File: src/rtl/multi_schmitt_not_gate.sv
// rtl/multi_schmitt_not_gate.sv - multi-channel synchronised hysteresis filter with optional inversion
module multi_schmitt_not_gate #(
  parameter int WIDTH  = 6,
  parameter int FILTER = 4,
  parameter int INVERT = 1
) (
  input  logic             clk,
  input  logic             rst,
  input  logic             en,
  input  logic [WIDTH-1:0] A,
  output logic [WIDTH-1:0] Y,
  output logic [WIDTH-1:0] changed
);

  // Counter only has to reach FILTER-1, so it never needs to wrap.
  localparam int CW = $clog2(FILTER + 1);
  localparam logic [CW-1:0] C_LAST = CW'(FILTER - 1);
  localparam logic [CW-1:0] C_ONE  = CW'(1);

  logic [WIDTH-1:0] sync1;
  logic [WIDTH-1:0] sync2;
  logic [WIDTH-1:0] s;
  logic [WIDTH-1:0] s_next;
  logic [CW-1:0]    c      [WIDTH];
  logic [CW-1:0]    c_next [WIDTH];

  // Per-channel filter decision: accept a new level only after a full stable run.
  always_comb begin
    for (int i = 0; i < WIDTH; i++) begin
      s_next[i] = s[i];
      c_next[i] = '0;
      if (!en) begin
        s_next[i] = sync2[i];
      end else if (sync2[i] != s[i]) begin
        if (c[i] == C_LAST) begin
          s_next[i] = sync2[i];
        end else begin
          c_next[i] = c[i] + C_ONE;
        end
      end
    end
  end

  // Synchroniser, filtered level, run counters and the toggle pulse.
  always_ff @(posedge clk) begin
    if (rst) begin
      sync1   <= '0;
      sync2   <= '0;
      s       <= '0;
      changed <= '0;
      for (int i = 0; i < WIDTH; i++) begin
        c[i] <= '0;
      end
    end else begin
      sync1   <= A;
      sync2   <= sync1;
      s       <= s_next;
      changed <= s_next ^ s;
      for (int i = 0; i < WIDTH; i++) begin
        c[i] <= c_next[i];
      end
    end
  end

  // Output polarity applied straight to the registered level.
  assign Y = (INVERT != 0) ? ~s : s;

endmodule

File: config.mk
export PLATFORM = sky130hd
export DESIGN_NAME = multi_schmitt_not_gate
export DESIGN_NICKNAME = d
export VERILOG_FILES = /design/src/rtl/multi_schmitt_not_gate.sv
export SDC_FILE = /design/constraint.sdc
export NUM_CORES = 1
export LEC_CHECK = 0
export BUFFER_PORTS_ARGS = -buffer_cell sky130_fd_sc_hd__buf_2
export CAP_MARGIN = 20
export CORE_MARGIN = 5
export CORE_UTILIZATION = 30
export DETAILED_ROUTE_END_ITERATION = 8
export GPL_ROUTABILITY_DRIVEN = 1
export HOLD_SLACK_MARGIN = 0.05
export PLACE_DENSITY = 0.44
export SYNTH_ARGS = -nofsm -noshare
export SYNTH_HDL_FRONTEND = slang
export SYNTH_SLANG_ARGS = --single-unit
File: constraint.sdc
create_clock -name clk -period 2.9 [get_ports clk]
set_clock_uncertainty 0.15 [all_clocks]
set_input_delay 0.58 -clock clk [delete_from_list [all_inputs] [get_ports clk]]
set_output_delay 0.58 -clock clk [all_outputs]
set_load 0.02 [all_outputs]
=== Word level (Yosys, flattened, before mapping) ===
Memory sizes are Yosys's and may differ from the RTL's.
Index checks and enable logic that the tools add are counted.

* RAM bits: 18
* Logic and storage cells: 76
* Register bits after elaboration: 24
* Output and inout port bits: 12
* Latch bits: 0
* Memories: 1
* Input bits: 9
* Memory bits (read-only): 0

* Multiply operators: 0
* Multiplexer cells: 45
* Shifts and indexed selects: 0
* Bitwise logic cells: 8
* $add $sub $neg: 6
* Divide/modulo/power cells: 0
* Reduce and logical (&&, ||, !) cells: 0
* Equal/unequal tests: 12
* $lt $le $gt $ge: 0

{| class="wikitable"
|+ Memory list
! memory !! words !! bits a word !! rd ports !! clocked after memory_dff !! wr ports !! RTL line !! source
|-
| c || 6 || 3 || 6 || 0 || 6 || 24 || <nowiki>logic [CW-1:0] c [WIDTH];</nowiki>
|}

{| class="wikitable"
|+ Operators with widths
! kind !! number
|-
| $mux 3 || 24
|-
| $mux 1 || 21
|-
| $add 3x1->3 const B || 6
|-
| $eq 3x2->1 const B || 6
|-
| $ne 1x1->1 || 6
|-
| $not 6->6 || 1
|-
| $or 1x1->1 || 6
|-
| $xor 6x6->6 || 1
|}

=== Depth between registers and ports, before layout ===
* Depth after elaboration: 5
* Depth in mapped cells: 4
* Gate-level depth less buffers: 4

=== Worst setup path before layout ===
OpenSTA, ideal clock, no wires.

* Path kind: register -> register
* Start point: mem c[1][0] (netlist name)
* End point: reg s[1]
* Library setup time: 0.074 ns
* Buffers on the path: 0
* Clock period less this slack: 1.439 ns
* Arrival: 1.215 ns
* Path slack: 1.461 ns
* Stages on the path, launching flop included: 5
* Cells stage by stage: dfxtp_1 -> ha_1 -> ha_1 -> or4bb_1 -> o21ai_0

{| class="wikitable"
|+ RTL lines
! what !! RTL line !! source
|-
| start: declaration || 24 ||
|-
| end signal: assignment || 57 || <nowiki>s <= s_next;</nowiki>
|-
| end: declaration || 22 || <nowiki>logic [WIDTH-1:0] s;</nowiki>
|}

=== Worst setup path after layout ===
* Start point: reg s[5]
* End point: out Y[5]

* Cells in the longest elaborated chain, start to end: 1

{| class="wikitable"
|+ RTL lines
! what !! RTL line !! source
|-
| $not 6->6 || 66 || <nowiki>assign Y = (INVERT != 0) ? ~s : s;</nowiki>
|-
| end: declaration || 11 || <nowiki>output logic [WIDTH-1:0] Y,</nowiki>
|}

Every way passes these cells.

==> flow_summary.json <==
{
  "status": "finished clean",
  "grt_pass1_wl_um": 4620,
  "synthesis.nets": 162,
  "seq_power_share": 0.536,
  "p_leak_nw": 0.713,
  "numCtsBuffers": 5,
  "tightest_slew_ps": 684,
  "cp_top_family": "flip-flops",
  "ys_warn_count": 0,
  "p_sw_frac": 0.217,
  "hold_class": "register to register",
  "cts_resized": 0,
  "final_cells": 234,
  "hpwl_um": 1760,
  "cap_violations": 0,
  "grt_max_degree": 43,
  "slew-limit-headroom": 0.544,
  "drv_slew": 0,
  "syn_inst": 141,
  "clock.fmax_mhz": 623,
  "power.internal_uw": 871,
  "port_buffers": 20,
  "setup_tns_ps": 0,
  "worstPathBufferInverterCount": 2,
  "drt_wl_total_um": 2480,
  "cp-end-kind": "primary output",
  "start_util": 0.311,
  "grt-ovfl-total": 0,
  "max-vdd-ir-drop_mv": 0.242,
  "diodes": 0,
  "power_density_nw_per_um2": 593,
  "synth.avg_cell_area_sq_um": 11.4,
  "finalHoldViolCount": 0,
  "drc_errors": 0,
  "groute.usage.overall": 0.0827,
  "nets": 184,
  "p_clk_frac": 0.410,
  "fillers": 516,
  "via_count": 1007,
  "clock_path_buffers": 2,
  "synth.area.top_cells": "dfxtp_1, ha_1, nor2b_1",
  "wl_per_cell_um": 10.6,
  "io_pins": 21,
  "vias_per_cell": 4.30,
  "required_ps": 2170,
  "syn_area_sq_um": 1610,
  "dr.pass1.iters": 4,
  "p_sw_uw": 241,
  "post_cts_buffers": 0,
  "cp.arrival_ps": 880,
  "num_rows": 26,
  "cp-start-kind": "register",
  "register_area_sq_um": 841,
  "die_x_um": 83.2,
  "cts_root_buffer": "clkbuf_8",
  "crit_path_max_fanout": 3,
  "yosys.area.top_type_share": 0.523,
  "grt_pass1_vias": 1023,
  "synth_top_cell_by_area": "dfxtp_1",
  "routabilityCongestion": 0.661,
  "crit_type": "register to primary output",
  "ys_seq_area_frac": 0.523,
  "first_iter_violations": 27,
  "cts_num_sinks": 42,
  "rsz0062_at_grt": "no",
  "path_cells": "inv_1 -> buf_2",
  "tritoncts": "yes",
  "die-area_sq_um": 6930,
  "yosys.cell_types.count": 19,
  "fin_crit_sh": 0.554,
  "place_inst": 226,
  "clk_latency_ps": 290,
  "ctsHoldBuffers": 0,
  "drive_above_1_share": 0.213,
  "p_comb_frac": 0.054,
  "drtAntennaViolNets": 0,
  "cts_max_level": 2,
  "coreArea_sq_um": 5170,
  "area_growth_syn_to_layout_pct": 16.5,
  "slowest_stage": "dfxtp_1",
  "multiInputGateArea_sq_um": 687,
  "ys_ff_latch": 42,
  "die-height_um": 83.2,
  "setup_viol_count_final": 0,
  "antenna_found_initial": 0,
  "critical_path.max_stage_delay_ps": 390,
  "min_period_ps": 1610,
  "path_clk_slew_ps": 80
}
## logic make-up after synthesis
family          share of synthesized area
simple gates                        0.282
compound gates                     0.0187
fa+ha+maj                          0.0933
xor+xnor                           0.0327
flops                               0.523
buf+inv                            0.0505
## area by class of cell
type / instances / area share
inverters: 12 / 0.0240
repair buffers: 20 / 0.0534
clock inverters: 3 / 0.0240
clock buffers: 5 / 0.0367
flip-flops and latches: 42 / 0.449
multi-input cells: 82 / 0.366
well taps: 70 / 0.0467
## worst paths after layout
path | cells after the start | to | slack, ps | from
setup / recovery | 2 | Y[5] | 1290 | s[5]
hold / removal | 1 | c[0][0] | 280 | c[0][0]
setup reg to reg | 4 | s[1] | 1390 | c[1][0]
hold reg to reg | 1 | c[0][0] | 280 | c[0][0]
## cell usage after synthesis
master     number
nor4b_2         3
o21ai_0         6
and4bb_1        3
ha_1           12
inv_1          12
clkbuf_1        1
and2b_1         3
nand2b_4        2
or4bb_1         2
buf_6           2
nand2b_2        2
nor4_1         12
nand2b_1        6
xnor2_1         6
buf_2           2
dfxtp_1        42
nor3_1          6
nor2b_1        15
nand4bb_1       4
## power by group through the flow
stage	Clock (mW)	Combinational, mW	Sequential (mW)
final	0.456	0.0602	0.596
after global routing	0.511	0.0680	0.599
after CTS	0.478	0.0618	0.597
after detailed placement	0	0.0618	0.610
after global placement	0	0.0603	0.610
after floorplan	0	0.0445	0.612
## metrics by stage
step	instance area [sq um]	worst slack, ps	hold WS, ps	total power, mW	util
3_3_place_gp	1760	1130	263	0.670	0.340
6_report	1870	1290	278	1.11	0.362
5_1_grt	1870	1220	301	1.18	0.362
4_1_cts	1870	1280	281	1.14	0.362
2_1_floorplan	1610	1460	255	0.656	-
3_5_place_dp	1760	1090	269	0.672	0.340
## flip-flops by register name, indices dropped and copies added (netlist names)
name and count:
c 18, changed 6, s 6, sync1 6, sync2 6
## layer usage
layer	track usage	routed length (um)	up-vias
li1	-	-	526
met4	0.0312	43	0
met5	0	0	-
met3	0.0446	149	6
met2	0.128	1140	19
met1	0.0963	1140	456
## cells in the final DEF (no fill, tap or decap)
master       n
xnor2_1      6
clkinvlp_4   2
nand2b_4     2
o21ai_0      6
nor4_1      12
nand2b_1     6
nand2b_2     2
dfxtp_1     42
nor3_1       6
nor2b_1     15
ha_1        12
or4bb_1      2
nor4b_2      3
and4bb_1     3
inv_1       12
nand4bb_1    4
and2b_1      3
bufinv_16    1
buf_2       20
clkbuf_8     5
Power figures use the tool's default switching activity.
